`src/rtl/clock_period_meter.sv`:
```
// Measures the rising-to-rising period of an asynchronous slow clock in inputCLK cycles.
// Define CLOCK_PERIOD_METER_HIGH_TIME_EN to add the highTime output (high-phase length).
module clock_period_meter #(
  parameter int bitsNumber = 16
) (
  input  logic                  inputCLK,
  input  logic                  reset,
  input  logic                  enable,
  input  logic                  measuredCLK,
  output logic [bitsNumber-1:0] period,
  output logic                  periodValid,
  output logic                  timeout
`ifdef CLOCK_PERIOD_METER_HIGH_TIME_EN
  ,
  output logic [bitsNumber-1:0] highTime
`endif
);

  typedef enum logic {
    IDLE,
    MEASURE
  } stateType;

  localparam logic [bitsNumber-1:0] countOne = bitsNumber'(1);
  localparam logic [bitsNumber-1:0] countMax = '1;

  stateType              state;
  logic [bitsNumber-1:0] count;
  logic                  s1;
  logic                  s2;
  logic                  s3;
  logic                  rise;

  assign rise = s2 & ~s3;

  // Two-flop synchronizer plus a history flop for edge detection; runs regardless of enable.
  always_ff @(posedge inputCLK or negedge reset) begin
    if (!reset) begin
      s1 <= 1'b0;
      s2 <= 1'b0;
      s3 <= 1'b0;
    end else begin
      s1 <= measuredCLK;
      s2 <= s1;
      s3 <= s2;
    end
  end

  // The first rise only arms the counter; later rises publish the count and restart it.
  // A rise in the saturating cycle still wins, so the full counter range is measurable.
  always_ff @(posedge inputCLK or negedge reset) begin
    if (!reset) begin
      state       <= IDLE;
      count       <= countOne;
      period      <= '0;
      periodValid <= 1'b0;
      timeout     <= 1'b0;
    end else begin
      periodValid <= 1'b0;
      if (!enable) begin
        state <= IDLE;
        count <= countOne;
      end else begin
        case (state)
          IDLE: begin
            count <= countOne;
            if (rise) begin
              state <= MEASURE;
            end
          end
          MEASURE: begin
            if (rise) begin
              period      <= count;
              periodValid <= 1'b1;
              timeout     <= 1'b0;
              count       <= countOne;
            end else if (count == countMax) begin
              timeout <= 1'b1;
              state   <= IDLE;
              count   <= countOne;
            end else begin
              count <= count + countOne;
            end
          end
          default: begin
            state <= IDLE;
            count <= countOne;
          end
        endcase
      end
    end
  end

`ifdef CLOCK_PERIOD_METER_HIGH_TIME_EN
  logic [bitsNumber-1:0] highCount;

  // highCount restarts on rise and only advances while s2 is high, so it stays frozen after the fall.
  always_ff @(posedge inputCLK or negedge reset) begin
    if (!reset) begin
      highCount <= countOne;
      highTime  <= '0;
    end else begin
      if (rise) begin
        highCount <= countOne;
      end else if (s2 && (highCount != countMax)) begin
        highCount <= highCount + countOne;
      end
      if (enable && (state == MEASURE) && rise) begin
        highTime <= highCount;
      end
    end
  end
`endif

endmodule
```
`config.mk`:
```
export PLATFORM = sky130hd
export DESIGN_NAME = clock_period_meter
export DESIGN_NICKNAME = d
export VERILOG_FILES = /design/src/rtl/clock_period_meter.sv
export SDC_FILE = /design/constraint.sdc
export NUM_CORES = 1
export LEC_CHECK = 0
export BUFFER_PORTS_ARGS = -buffer_cell sky130_fd_sc_hd__buf_2
export CAP_MARGIN = 20
export CORE_ASPECT_RATIO = 0.8
export CORE_MARGIN = 4
export CORE_UTILIZATION = 40
export DETAILED_ROUTE_END_ITERATION = 8
export PLACE_DENSITY = 0.63
export SLEW_MARGIN = 20
export SYNTH_ARGS = -nofsm -noshare
export SYNTH_HDL_FRONTEND = slang
export SYNTH_SLANG_ARGS = --single-unit
```
`constraint.sdc`:
```
create_clock -name inputCLK -period 2.61 [get_ports inputCLK]
set_input_delay 0.261 -clock inputCLK [delete_from_list [all_inputs] [get_ports inputCLK]]
set_output_delay 0.261 -clock inputCLK [all_outputs]
set_load 0.005 [all_outputs]
```
==> impl_metrics.csv <==
group,metric,value,unit
clock_tree,cts_tree,"yes",
routing,vias,1118,
pwr,power_frac_seq,0.528,
pwr,internal_power,0.915,mW
floorplan,core.rowCount,20,
clock_tree,cts_resized,0,
critical_path,cpPeakStageDelay,0.58,ns
grt,antenna_found_initial,0,
layout,syn_to_final_growth,17.1,%
clock_tree,cts_root_buf,"clkbuf_8",
floorplan,dieHeight,64.2,um
placed_design,placed_area,1740,um2
routing,drtIter0Drc,81,
critical_path,end_kind,"flop",
layout,fillers,361,
floorplan,io_pins,22,
floorplan,die_w,78.3,um
placed_design,post-place-cells,232,
pwr,p_per_area,618,nW/um2
run,cap_viol_max_count,0,
logic_synthesis,synth-edff-count,0,
clock_tree,clockBufferDepth,2,
grt,overflow,0,
critical_path,critPathBufInv,0,
pwr,vdd_drop_max,0.304,mV
critical_path,rr_worst_depth,5,
sta,rsz0062_at_grt,"no",
sta,drv_slew,0,
clock_tree,clock_latency,0.29,ns
routing,antenna_left,0,
hold_path,hp-class,"primary input to asynchronous set/reset pin",
logic_synthesis,async_flop_share,1.00,
layout,n_antenna_cell,0,
logic_synthesis,synth-simple-area-share,0.267,
sta,setup_tns,0,ns
critical_path,path_cells,"ha_1 > nand4_2 > nor4_2 > or2_1 > nor2_1",
logic_synthesis,synth_top_area_share,0.585,
grt,grt_pass1_wl,5450,um
pwr,switchingPower,0.230,mW
critical_path,crit_path_start_kind,"flop",
logic_synthesis,synthAdderAreaFrac,0.00791,
logic_synthesis,postSynthAreaPerCell,9.88,um2
pwr,p_leak,0.876,nW
critical_path,critPathTopFamily,"simple AND/OR/NAND/NOR gates",
logic_synthesis,synth_top_family_by_area,"simple AND/OR/NAND/NOR gates",
logic_synthesis,syn-cell-area,1580,um2
clock_tree,cts_buffers,5,
sta,tightest_slew,0.831,ns
logic_synthesis,synth_nets,165,
pwr,p_clk_frac,0.441,
sta,setup_viol,0,
layout,final_util,0.487,
routing,wl_per_cell,12.5,um
layout,layout-drive-gt1-share,0.185,
logic_synthesis,synth_top_cell_by_area,"dfrtp_1",
layout,multiInputGateArea,591,um2
critical_path,slowest_stage,"dfstp_2",
sta,max_freq,459,MHz
grt,grt_pass1_vias,1166,
routing,routed_via_density,4.68,
floorplan,core_area,3800,um2
placed_design,hpwlAfterDp,2060,um
routing,dr.pass1.iters,4,
logic_synthesis,ys.flop_type,"dfrtp_1",
logic_synthesis,ys_top_cells_by_area,"dfrtp_1 59%, nand2_1 11%, xnor2_1 6.1%, nor2_1 4.3%, dfstp_2 1.7%",
layout,nets,189,
pwr,combinationalPowerShare,0.032,
logic_synthesis,synth_compound_area_frac,0.0261,
clock_tree,path_clk_slew,0.07,ns
pwr,swShare,0.201,
clock_tree,cts_sinks,38,
layout,design_area,1850,um2
clock_tree,hold_buffers,0,
sta,finalCritPeriodShare,0.835,
critical_path,reg2reg_slack,0.43,ns
logic_synthesis,synth.distinct_cells,30,
logic_synthesis,synth_xor_area_frac,0.0720,
clock_tree,post-cts-setup-buffers,0,
critical_path,worstPathArrival,2.33,ns
outcome,status,"finished clean",
critical_path,reg2reg_to,"count[6]",
critical_path,regToRegStartpoint,"count[0]",
placed_design,gp_congestion,0.891,
routing,post-route-drc-count,0,
sta,hold_viol,0,
layout,seqCellArea,952,um2
sta,slew_headroom,0.446,
grt,grt_use_total,0.140,
routing,wl,3000,um
logic_synthesis,ys.warnings.count,0,
clock_tree,h-tree-depth,2,
floorplan,dieArea,5030,um2
critical_path,worstPathRequired,2.76,ns
critical_path,path_class,"flop to flop",
logic_synthesis,ys_seq_area_frac,0.602,
logic_synthesis,syn_inst,160,
logic_synthesis,synth_seq_cells,38,
pwr,fin_total_pwr,1.15,mW
layout,stdcell_count,239,
logic_synthesis,synthMuxAreaShare,0,
sta,min_period,2.18,ns
critical_path,critPathMaxFanout,13,
floorplan,start_util,0.416,
sta,fin_skew,0.00845,ns
grt,grt_start_max_net_pins,39,
placed_design,numPortBuffers,21,
-- power by group through the flow --
stage | clock network [mW] | logic [mW] | registers [mW]
after CTS | 0.517 | 0.0379 | 0.604
final | 0.505 | 0.0363 | 0.604
after floorplan | 0 | 0.0146 | 0.615
after global placement | 0 | 0.0367 | 0.615
after detailed placement | 0 | 0.0377 | 0.616
after global routing | 0.550 | 0.0421 | 0.606
-- cell families (layout without fill, tap and decap cells) --
group                    after synthesis  count (layout)
XOR/XNOR                              13              13
flip-flops                            38              38
AO/OA/AOI/OAI                          7               7
AND/OR/NAND/NOR                       92              92
adder cells (fa/ha/maj)                1               1
buffers and inverters                  9              33
-- synthesized netlist by cell type (all sizes together) (2+ instances only) --
| master | count |
|---|---|
| nor2b | 2 |
| nor2 | 18 |
| nor4 | 3 |
| nor3 | 5 |
| clkbuf | 2 |
| nand3 | 7 |
| nand2 | 47 |
| xnor2 | 11 |
| buf | 3 |
| nand4 | 5 |
| inv | 4 |
| xor2 | 2 |
| o21ai | 3 |
| dfrtp | 37 |
-- through the flow --
stage                     hold WS [ns]  setup WS [ns]
after floorplan                -0.0346          0.779
after global placement           0.338          0.563
after detailed placement         0.349          0.424
after CTS                       0.0688          0.413
after global routing            0.0680          0.284
final                           0.0699          0.431
-- registers in the layout, summed over array words and instances, names as in the netlist --
signal / count
s2: 1
periodValid: 1
state: 1
s1: 1
period: 16
timeout: 1
s3: 1
count: 16
-- area by class of cell --
cell class / count / share of cell area
clock buffer: 6 / 0.0446
clock inverter: 1 / 0.0162
inverter: 4 / 0.00811
multi-input combinational: 113 / 0.319
sequential: 38 / 0.514
tap: 55 / 0.0372
timing repair buffer: 22 / 0.0608
-- placed cells by master (no fill, tap or decap), drive strengths merged, types with 2 or more instances in the layout --
cell	n
buf	22
clkbuf	6
dfrtp	37
inv	4
nand2	47
nand3	7
nand4	5
nor2	18
nor2b	2
nor3	5
nor4	3
o21ai	3
xnor2	11
xor2	2
-- how the worst max path moves through the flow --
stage | from | end | cells after the start
3_5_place_dp | count[0] | count[6] | 5
5_1_grt | count[0] | count[7] | 5
6_report | count[0] | count[6] | 5
3_3_place_gp | count[0] | count[11] | 5
2_1_floorplan | count[0] | count[10] | 6
4_1_cts | count[0] | count[6] | 5
-- layer usage --
layer | up-vias | track usage | share of wire | wire [um]
li1 | 564 | - | - | -
met1 | 533 | 0.179 | 0.49 | 1470
met2 | 15 | 0.228 | 0.46 | 1370
met3 | 6 | 0.0380 | 0.036 | 109
met4 | 0 | 0.0524 | 0.016 | 49
met5 | - | 0 | 0 | 0
(Power assumes the default switching activity.)
